==> src/rtl/joypad_responder.sv <==
// joypad_responder: digital joypad slave answering host polls on the att/clk/cmd serial bus
module joypad_responder #(
  parameter int ACK_DELAY = 100,
  parameter int ACK_WIDTH = 66
) (
  input  logic        clk,
  input  logic        rst,
  input  logic        joy_att,
  input  logic        joy_clk,
  input  logic        joy_cmd,
  input  logic [15:0] buttons,
  output logic        joy_data,
  output logic        joy_ack,
  output logic [7:0]  rx_byte,
  output logic        rx_valid,
  output logic        busy
);
  localparam int CW = $clog2(ACK_DELAY + ACK_WIDTH + 2);
  localparam logic [CW-1:0] ACK_LO = CW'(ACK_DELAY + 1);
  localparam logic [CW-1:0] ACK_HI = CW'(ACK_DELAY + ACK_WIDTH);
  typedef enum logic [1:0] {IDLE, SHIFT, IGNORE} state_t;
  state_t state, state_nxt;
  logic [2:0] att_q, clk_q;
  logic [1:0] cmd_q;
  logic att_s, att_fall, clk_rise, clk_fall, cmd_s;
  logic [7:0] tx_shift, rx_shift, rx_nxt, resp_nxt;
  logic [2:0] bit_cnt, byte_idx;
  logic [15:0] btn_q;
  logic last_bit, bad_byte, ack_start;
  logic [CW-1:0] ack_cnt, ack_cnt_nxt;
  always_ff @(posedge clk or posedge rst)
    if (rst) begin
      att_q <= 3'b111;
      clk_q <= 3'b111;
      cmd_q <= 2'b11;
    end else begin
      att_q <= {att_q[1:0], joy_att};
      clk_q <= {clk_q[1:0], joy_clk};
      cmd_q <= {cmd_q[0], joy_cmd};
    end
  assign att_s = att_q[1];
  assign att_fall = ~att_q[1] & att_q[2];
  assign clk_rise = clk_q[1] & ~clk_q[2];
  assign clk_fall = ~clk_q[1] & clk_q[2];
  assign cmd_s = cmd_q[1];
  assign rx_nxt = {cmd_s, rx_shift[7:1]};
  assign last_bit = state == SHIFT && !att_s && clk_rise && bit_cnt == 3'd7;
  assign bad_byte = (byte_idx == 3'd0 && rx_nxt != 8'h01) || (byte_idx == 3'd1 && rx_nxt != 8'h42);
  assign ack_start = last_bit && !bad_byte && byte_idx <= 3'd3;
  assign resp_nxt = byte_idx == 3'd0 ? 8'h41 :
                    byte_idx == 3'd1 ? 8'h5A :
                    byte_idx == 3'd2 ? ~btn_q[7:0] :
                    byte_idx == 3'd3 ? ~btn_q[15:8] : 8'hFF;
  assign busy = state != IDLE;
  always_comb begin
    state_nxt = att_s ? IDLE :
                (state == IDLE && att_fall) ? SHIFT :
                (last_bit && (bad_byte || byte_idx == 3'd4)) ? IGNORE : state;
    ack_cnt_nxt = (att_s || state_nxt == IGNORE) ? '0 :
                  ack_cnt != '0 ? (ack_cnt == ACK_HI ? '0 : ack_cnt + CW'(1)) :
                  ack_start ? CW'(1) : '0;
  end
  always_ff @(posedge clk or posedge rst)
    if (rst) state <= IDLE;
    else state <= state_nxt;
  always_ff @(posedge clk or posedge rst)
    if (rst) begin
      joy_data <= 1'b1;
      rx_byte <= 8'h00;
      rx_valid <= 1'b0;
      tx_shift <= 8'hFF;
      rx_shift <= 8'h00;
      bit_cnt <= 3'd0;
      byte_idx <= 3'd0;
      btn_q <= 16'h0000;
    end else begin
      rx_valid <= 1'b0;
      if (att_s) begin
        joy_data <= 1'b1;
        bit_cnt <= 3'd0;
        byte_idx <= 3'd0;
      end else if (state == IDLE) begin
        if (att_fall) begin
          joy_data <= 1'b1;
          bit_cnt <= 3'd0;
          byte_idx <= 3'd0;
          btn_q <= buttons;
          tx_shift <= 8'hFF;
        end
      end else if (state == IGNORE) begin
        joy_data <= 1'b1;
      end else begin
        if (clk_fall) begin
          joy_data <= tx_shift[0];
          tx_shift <= {1'b1, tx_shift[7:1]};
        end
        if (clk_rise) begin
          rx_shift <= rx_nxt;
          bit_cnt <= bit_cnt + 3'd1;
        end
        if (last_bit) begin
          rx_byte <= rx_nxt;
          rx_valid <= 1'b1;
          byte_idx <= byte_idx + 3'd1;
          tx_shift <= resp_nxt;
          if (state_nxt == IGNORE) joy_data <= 1'b1;
        end
      end
    end
  always_ff @(posedge clk or posedge rst)
    if (rst) begin
      ack_cnt <= '0;
      joy_ack <= 1'b1;
    end else begin
      ack_cnt <= ack_cnt_nxt;
      joy_ack <= !(ack_cnt_nxt >= ACK_LO && ack_cnt_nxt <= ACK_HI);
    end
endmodule

==> config.mk <==
export PLATFORM = sky130hd
export DESIGN_NAME = joypad_responder
export DESIGN_NICKNAME = d
export VERILOG_FILES = /design/src/rtl/joypad_responder.sv
export SDC_FILE = /design/constraint.sdc
export NUM_CORES = 1
export LEC_CHECK = 0
export CELL_PAD_IN_SITES_DETAIL_PLACEMENT = 1
export CELL_PAD_IN_SITES_GLOBAL_PLACEMENT = 1
export CORE_MARGIN = 1.5
export CORE_UTILIZATION = 37
export CTS_CLUSTER_DIAMETER = 80
export DETAILED_ROUTE_END_ITERATION = 16
export DONT_BUFFER_PORTS = 1
export MAX_ROUTING_LAYER = met4
export PLACE_DENSITY_LB_ADDON = 0.1
export SYNTH_ARGS = -nofsm -noshare
export SYNTH_HDL_FRONTEND = slang
export SYNTH_SLANG_ARGS = --single-unit
==> constraint.sdc <==
create_clock -name clk -period 2.5 [get_ports clk]
set_input_delay 0 -clock clk [delete_from_list [all_inputs] [get_ports clk]]
set_output_delay 0 -clock clk [all_outputs]
set_load 0.01 [all_outputs]
==> flow_summary.ini, run 1 <==
[run_status]
status = completed

[place]
port_buffers = 0
gp_congestion = 0.830
place_inst = 400
dp_hpwl_mm = 5.36

[synth]
yosys-top-cells-area = dfrtp_1 37%, dfstp_2 15%, mux2_2 8.7%
ys_warn_count = 0
netlist_area_um2 = 3230
syn_avg_cell_area_um2 = 11.1
synth_seq_area_share_pct = 51.9
synth_edf_count = 0
yosysTopAreaCell = dfrtp_1
ys_ff_latch = 66
async_flop_share_pct = 100
ys_top_cells_by_count = 48 x dfrtp_1, 47 x nand2_1, 25 x mux2_2
syn-num-nets = 322
synth_cell_types = 54
yosysMostFrequentCell = dfrtp_1
synth_ff_type = dfrtp_1
syn-instance-count = 291
synthDominantCellAreaShare_pct = 37.2

[timing]
final_hold_viol_count = 0
max_clock_freq_mhz = 427
setup_viol = 0
tightest_slew_ns = 0.685
slew_viol_final = 0
period_minus_slack_ns = 2.34
fin_worst_skew_ns = 0.0124
grt_setup_unrepaired = no
period_share_pct = 93.7
finalSetupTns_ns = 0
slew_headroom_pct = 53.9

[floorplanning]
die_width_um = 96.4
io_pins = 33
die_area_um2 = 9290
rows = 33
start_util_pct = 38.7
core-area_um2 = 8340
chipHeight_um = 96.4

[cells_and_area]
syn2layout_area_growth_pct = 20.1
layout.nets = 359
n_antenna_cell = 0
final_layout_size_suffix_gt1_share_pct = 27.9
fin_cells = 438
fillers = 922
finalCoreUtilization_pct = 46.4

[cts]
cts_buffers = 9
cts_sinks = 66
cts_tree = built
cts_root_buf = clkbuf_8
cts_max_path_buffers = 2
path_clk_slew_ns = 0.08
clk_latency_ns = 0.35
h-tree-depth = 3

[global_routing]
grt_pass1_wl_mm = 13.0
grt-ovfl-total = 0
grt_pass1_vias = 2508
grt_use_met1_pct = 23.9
grt_use_total_pct = 19.2
grt_max_degree = 41
antenna_found_initial = 0
busiest_layer = met2
grt_util_met3_pct = 3.68
met2_usage_pct = 31.0

[drt]
drc = 0
drtIter0Drc = 38
drt-total-wl_mm = 7.53
via_per_inst = 5.38
antenna_left = 0
wl_per_cell_um = 17.2
vias = 2356
firstDrtPassIters = 4

[worst_setup_path]
arrival_ns = 2.60
path_class = flop to flop
reg2reg_slack_ns = 0.16
worstSetupEndpointType = flop
crit_required_ns = 2.76
start_kind = flop
worst-path-max-fanout = 3

[min_path]
hold_path.class = primary input to async pin

[run]
drv_cap = 0

[power_and_ir_drop]
power_leakage_nw = 1.69
netSwitchingFraction_pct = 24.7
p_per_area_nw_per_um2 = 647
seqPwrFrac_pct = 51.2
combPwrFrac_pct = 9.4
vdd_drop_max_uv = 324
clkPwrFrac_pct = 39.4
p_sw_mw = 0.620
internal_power_mw = 1.89
==> metal layers <==
metal	wire length [um]	up-vias
met5	0	-
met4	125	0
met3	157	11
met2	3760	28
met1	3490	1203
li1	-	1114
==> metrics by stage <==
step	instance area (um^2)	hold slack (ns)	power, mW	worst slack [ns]
after detailed placement	3440	-0.00346	1.52	0.142
after CTS	3850	0.180	2.55	0.115
after floorplan	3230	0.00448	1.45	0.151
after global routing	3870	0.194	2.64	0.0433
after global placement	3440	-0.00458	1.51	0.199
final	3870	0.187	2.51	0.157
==> critical path, stage by stage, from the launching register on <==
cell and delay, ns:
dfrtp_1 0.35, inv_1 0.08, ha_1 0.20, or4b_4 0.54, a2111oi_4 0.46, o221ai_4 0.20
a2111oi_4 0.35, a22oi_2 0.08
==> power by group through the flow <==
stage | clock network [mW] | logic (mW) | registers (mW)
final | 0.988 | 0.236 | 1.28
after global routing | 1.07 | 0.268 | 1.30
after CTS | 1.02 | 0.241 | 1.29
after detailed placement | 0 | 0.214 | 1.31
after global placement | 0 | 0.209 | 1.30
after floorplan | 0 | 0.171 | 1.27
==> what timing repair did <==
item | CTS | global route
endpoints found under the setup margin | 0 | 2
hold endpoints to repair | 45 | 0
gates resized for setup | 0 | 1
hold buffers | 20 | 0
buffers inserted | 0 | 2
==> cell type report <==
class / count / area (um^2) / area share, %
multi-input cells: 203 / 1470 / 38.0
well taps: 105 / 131 / 3.39
clock buffers: 9 / 124 / 3.20
inverters: 12 / 45.0 / 1.16
repair buffers: 36 / 333 / 8.59
clock inverters: 7 / 93.8 / 2.42
flip-flops and latches: 66 / 1670 / 43.2
==> kinds of logic after synthesis <==
family | count (synthesis) | synth area share (%)
adders and majority gates | 10 | 3.88
and+or+nand+nor | 105 | 16.8
buffers and inverters | 22 | 2.79
AOI/OAI and AO/OA | 57 | 14.2
DFF | 66 | 51.9
muxes | 26 | 9.04
xor gates and xnor gates | 5 | 1.36
==> final timing paths <==
path | startpoint | to | depth (start not counted)
setup / recovery | byte_idx[1] | joy_ack | 7
hold reg to reg | att_q[0] | att_q[1] | 0
max in group asynchronous | rst | joy_data | 3
setup reg to reg | byte_idx[1] | joy_ack | 7
min in group clk | joy_clk | clk_q[0] | 1
hold / removal | rst | rx_byte[0] | 2
==> sequential cells by signal (all words and copies together) (netlist names) <==
name	cells
att_q	3
rx_byte	8
joy_ack	1
bit_cnt	3
cmd_q	2
btn_q	16
rx_shift	7
byte_idx	3
joy_data	1
state	2
ack_cnt	8
tx_shift	8
rx_valid	1
clk_q	3
==> placed cells by master (no fill, tap or decap), drive strengths merged, types with 2 or more instances in the layout <==
master,synthesis,layout
xor2,4,4
clkinv,0,3
o211ai,3,3
and2b,2,2
inv,12,12
a211o,2,2
a221oi,2,2
dfrtp,48,48
o21ai,17,17
and2,2,2
and3,5,5
o2111ai,4,4
nand2b,3,3
clkinvlp,0,2
nor2,13,13
ha,10,10
mux2,25,25
nand2,47,47
a2111oi,2,2
or2,2,2
nor3b,4,4
clkbuf,7,9
nor4,2,2
o21a,2,2
bufinv,0,2
buf,3,16
dlygate4sd3,0,20
nor3,6,6
dfstp,18,18
a21oi,8,8
a32oi,3,3
a31oi,2,2
nand3,10,10
a211oi,2,2
No activity file was read; power rests on OpenSTA's default activity.
==> run 2, diff against run 1 <==
--- a/config.mk
+++ b/config.mk
@@ -5,6 +5,7 @@
 export SDC_FILE = /design/constraint.sdc
 export NUM_CORES = 1
 export LEC_CHECK = 0
+export ABC_AREA = 1
 export CELL_PAD_IN_SITES_DETAIL_PLACEMENT = 1
 export CELL_PAD_IN_SITES_GLOBAL_PLACEMENT = 1
 export CORE_MARGIN = 1.5
==> constraint.sdc (replaced) <==
create_clock -name clk -period 2.2 [get_ports clk]
set_input_delay 0 -clock clk [delete_from_list [all_inputs] [get_ports clk]]
set_output_delay 0 -clock clk [all_outputs]
set_load 0.01 [all_outputs]
==> flow_summary.ini, run 2 <==
[cts]
path_clk_slew_ns = 0.08
cts_buffers = 9
h-tree-depth = 3
cts_max_path_buffers = 2
clk_latency_ns = 0.34
cts_resized = 0
cts_sinks = 66
cts_root_buf = clkbuf_8
cts_tree = built

[worst_setup_path]
arrival_ns = 2.18
timing.rr.start = bit_cnt[0]
reg2reg_depth = 10
timing.rr.end = joy_ack
crit_required_ns = 2.47
start_kind = flop
reg2reg_slack_ns = 0.29
worstSetupEndpointType = flop
path_class = flop to flop
worst-path-max-fanout = 15

[drt]
antenna_left = 0
drtIter0Drc = 55
via_per_inst = 4.91
drt-total-wl_mm = 7.39
wl_per_cell_um = 15.1
firstDrtPassIters = 4
drc = 0
vias = 2409

[place]
gp_congestion = 0.772
pre_cts_slack_ns = 0.290
place_inst = 455
dp_hpwl_mm = 5.37
port_buffers = 0
placed_area_um2 = 3360

[global_routing]
antenna_found_initial = 0
grt_use_total_pct = 18.4
grt_pass1_vias = 2628
grt-ovfl-total = 0
grt_pass1_wl_mm = 13.3
grt_max_degree = 36

[synth]
ys_ff_latch = 66
syn-instance-count = 354
yosys-top-cells-area = dfrtp_1 37%, dfstp_2 15%, nand2_1 7.6%
synth_cell_types = 35
syn-num-nets = 385
synth_edf_count = 0
synth_ff_type = dfrtp_1
async_flop_share_pct = 100
ys_top_cells_by_count = 66 x nand2_1, 48 x dfrtp_1, 41 x inv_1
ys_warn_count = 0
synth_seq_area_share_pct = 51.5
synthDominantCellAreaShare_pct = 37.0
netlist_area_um2 = 3250
syn_avg_cell_area_um2 = 9.18
yosysMostFrequentCell = nand2_1
yosysTopAreaCell = dfrtp_1

[min_path]
min_to = cmd_q[0]
hold_path.class = primary input to flop
min_from = joy_cmd
hold_depth = 1

[cells_and_area]
regMostFlops = btn_q
fin_cells = 491
largest_register_ffs = 16
finalCoreUtilization_pct = 43.8
syn2layout_area_growth_pct = 15.8
layout.nets = 409
final_layout_size_suffix_gt1_share_pct = 19.1
fin_area_um2 = 3760
fillers = 1015
seqCellArea_um2 = 1670
multi_input_area_um2 = 1350
n_antenna_cell = 0
mostFrequentLayoutCells = 66 x nand2_1, 48 x dfrtp_1, 40 x inv_1
layout_commonest_cell = nand2_1

[timing]
slew_headroom_pct = 53.3
finalSetupTns_ns = 0
period_share_pct = 86.8
fin_worst_skew_ns = 0.00997
max_clock_freq_mhz = 524
slew_viol_final = 0
grt_setup_unrepaired = no
period_minus_slack_ns = 1.91
final_hold_viol_count = 0
setup_viol = 0
tightest_slew_ns = 0.699
fin_ws_ns = 0.290
whs_ns = 0.192

[floorplanning]
rows = 34
chipHeight_um = 96.7
io_pins = 33
die_width_um = 96.7
core-area_um2 = 8590
start_util_pct = 37.8
die_area_um2 = 9350

[run_status]
status = completed

[power_and_ir_drop]
vdd_drop_max_uv = 441
power_leakage_nw = 1.74
p_per_area_nw_per_um2 = 719
power.total_mw = 2.70

[run]
drv_cap = 0
## run 2: cell types whose count changed after synthesis, moves of 4 or more
cell | previous run | this run
nor2_1 | 13 | 38
a31oi_1 | 2 | 8
mux2_2 | 25 | 16
o21ai_0 | 17 | 28
a21oi_1 | 8 | 21
buf_2 | 0 | 5
nand3_1 | 10 | 15
inv_1 | 12 | 41
clkbuf_1 | 7 | 3
nand2_1 | 47 | 66
nor3b_1 | 4 | 0
and3_1 | 5 | 0
## run 2: how the worst max path moves through the flow
stage	start	endpoint	cells after the start
floorplan	rst	ack_cnt[0]	1
global placement	ack_cnt[0]	joy_ack	13
detailed placement	bit_cnt[0]	joy_ack	10
CTS	bit_cnt[0]	joy_ack	10
global route	bit_cnt[0]	joy_ack	10
finish	bit_cnt[0]	joy_ack	10
## run 2: per-layer routing
layer	global-route usage, %	up-vias	share of wire [%]
li1	-	1207	-
met1	24.0	1164	48
met2	28.5	32	48
met3	5.27	6	3.1
met4	4.68	0	0.95
met5	-	-	0
## run 2: power by group
group / internal [mW] / total [mW] / switching, mW
clock: 0.535 / 1.05 / 0.514
combinational: 0.116 / 0.257 / 0.141
sequential: 1.33 / 1.40 / 0.0707
## run 2: cell families after synthesis
family	Yosys count	share of synthesized area, %
AND/OR/NAND/NOR	137	18.7
AO/OA/AOI/OAI	67	12.6
flip-flops	66	51.5
buffers and inverters	55	7.05
multiplexers	16	5.54
adder cells (fa/ha/maj)	10	3.85
XOR/XNOR	3	0.809
## run 2: worst max-delay path, stage by stage (launching register included)
cell       delay [ns]
dfrtp_1          0.40
ha_1             0.20
ha_1             0.17
inv_1            0.05
nor2_1           0.05
nand3_4          0.20
clkinv_2         0.18
nand2_2          0.19
o2111ai_1        0.17
nor2_1           0.15
nor2_1           0.06
## run 2: area by class of cell
class	count	share of cell area, %
sequential	66	44.5
multi-input combinational	233	35.8
timing repair buffer	23	6.25
inverter	45	4.52
tap	108	3.59
clock buffer	9	3.29
clock inverter	7	2.06
## run 2: repair_timing
item,in CTS,in global routing
endpoints found under the hold margin,47,0
hold buffers,20,0
endpoints found under the setup margin,0,0
setup buffers,0,0
==> run 3, diff against run 2 <==
--- a/config.mk
+++ b/config.mk
@@ -5,7 +5,6 @@
 export SDC_FILE = /design/constraint.sdc
 export NUM_CORES = 1
 export LEC_CHECK = 0
-export ABC_AREA = 1
 export CELL_PAD_IN_SITES_DETAIL_PLACEMENT = 1
 export CELL_PAD_IN_SITES_GLOBAL_PLACEMENT = 1
 export CORE_MARGIN = 1.5
==> flow_summary.ini, run 3 (synthesis gave the netlist of run 1 again) <==
[global_routing]
grt_pass1_vias = 2602
grt_max_degree = 60
antenna_found_initial = 0
grt-ovfl-total = 0
grt_use_total_pct = 19.1
grt_pass1_wl_mm = 12.9

[floorplanning]
die_area_um2 = 9290
start_util_pct = 38.7
chipHeight_um = 96.4
rows = 33
core-area_um2 = 8340
die_width_um = 96.4
io_pins = 33

[cts]
cts_root_buf = clkbuf_8
h-tree-depth = 3
cts_sinks = 66
post_cts_buffers = 0
clk_latency_ns = 0.35
path_clk_slew_ns = 0.08
cts_max_path_buffers = 2
cts_buffers = 9
cts_tree = built

[power_and_ir_drop]
power.total_mw = 2.80
netSwitchingFraction_pct = 25.7
internal_power_mw = 2.08
clkPwrFrac_pct = 37.3
seqPwrFrac_pct = 52.0
combPwrFrac_pct = 10.7
p_sw_mw = 0.721
p_per_area_nw_per_um2 = 701
power_leakage_nw = 1.74
vdd_drop_max_uv = 352

[drt]
firstDrtPassIters = 4
antenna_left = 0
wl_per_cell_um = 17.1
drc = 0
drt-total-wl_mm = 7.71
drtIter0Drc = 49
via_per_inst = 5.30
vias = 2383

[worst_setup_path]
crit_required_ns = 2.46
worst-path-max-fanout = 5
arrival_ns = 2.47
reg2reg_slack_ns = -0.006
start_kind = flop
reg2reg_depth = 6
worstSetupEndpointType = flop
path_class = flop to flop

[place]
gp_congestion = 0.825
port_buffers = 0
placed_area_um2 = 3530
dp_hpwl_mm = 5.29

[run]
drv_cap = 0

[timing]
period_share_pct = 100
tightest_slew_ns = 0.512
fin_ws_ns = -0.00646
slew_headroom_pct = 65.8
final_hold_viol_count = 0
slew_viol_final = 0
grt_setup_unrepaired = yes
max_clock_freq_mhz = 453
fin_worst_skew_ns = 0.00892
period_minus_slack_ns = 2.21
setup_viol = 1

[cells_and_area]
seqCellArea_um2 = 1670
mostFrequentLayoutCells = 48 x dfrtp_1, 47 x nand2_1, 25 x mux2_2
layout_commonest_cell = dfrtp_1
final_layout_size_suffix_gt1_share_pct = 31.9
fin_area_um2 = 4000
layout.nets = 371
regMostFlops = btn_q
largest_register_ffs = 16
multi_input_area_um2 = 1510
syn2layout_area_growth_pct = 23.9
fillers = 927
n_antenna_cell = 0

[run_status]
status = complete, but fails checks
violations = negative setup slack

[min_path]
hold_depth = 1
hold_path.class = primary input to flop
[run 3: power by group through the flow]
stage / Sequential, mW / Clock (mW) / Combinational [mW]
finish: 1.46 / 1.05 / 0.299
global route: 1.47 / 1.12 / 0.335
CTS: 1.46 / 1.09 / 0.304
detailed placement: 1.48 / 0 / 0.271
global placement: 1.47 / 0 / 0.263
floorplan: 1.45 / 0 / 0.194
[run 3: worst max-delay path, stage by stage (launching register included)]
cell,delay (ns)
dfrtp_1,0.40
ha_2,0.19
or4b_4,0.50
a2111oi_4,0.47
o221ai_4,0.22
a2111oi_4,0.24
a22oi_2,0.09
[run 3: final cells by class]
class / instances / area share [%]
well taps: 105 / 3.29
inverters: 12 / 1.13
multi-input cells: 203 / 37.7
repair buffers: 48 / 10.9
flip-flops and latches: 66 / 41.9
clock buffers: 10 / 3.44
clock inverters: 6 / 1.66
[run 3: through the flow]
stage	setup TNS, ns	hold WS, ns	std cells	worst slack, ns	utilization [%]
final	-0.00646	0.200	450	-0.00646	47.9
after global routing	-0.719	0.184	450	-0.133	47.9
after CTS	0	0.179	450	0.00284	47.9
after detailed placement	-0.171	-0.197	412	-0.0861	42.4
after global placement	0	-0.199	412	0.00635	42.4
after floorplan	0	0.00448	291	0.000202	-
[run 3: timing repair]
item | in CTS | in global routing
pin swaps | 3 | 7
gates cloned | 0 | 0
setup endpoints to repair | 5 | 10
hold buffers | 22 | 0
resized for setup | 7 | 2
endpoints found under the hold margin | 69 | 0
[run 3: routing by layer]
| layer | global-route usage [%] | vias to the layer above | share of wire [%] |
|---|---|---|---|
| met5 | - | - | 0 |
| met4 | 7.00 | 0 | 2.2 |
| met1 | 24.5 | 1187 | 48 |
| li1 | - | 1142 | - |
| met2 | 29.5 | 39 | 46 |
| met3 | 4.38 | 15 | 3.1 |
[run 3: final timing paths]
path                             start          to
min                            joy_clk    clk_q[0]
min reg2reg                   cmd_q[0]    cmd_q[1]
max                        byte_idx[0]     joy_ack
max reg2reg                byte_idx[0]     joy_ack
max in group asynchronous          rst  rx_byte[5]
min in group asynchronous          rst  rx_byte[0]
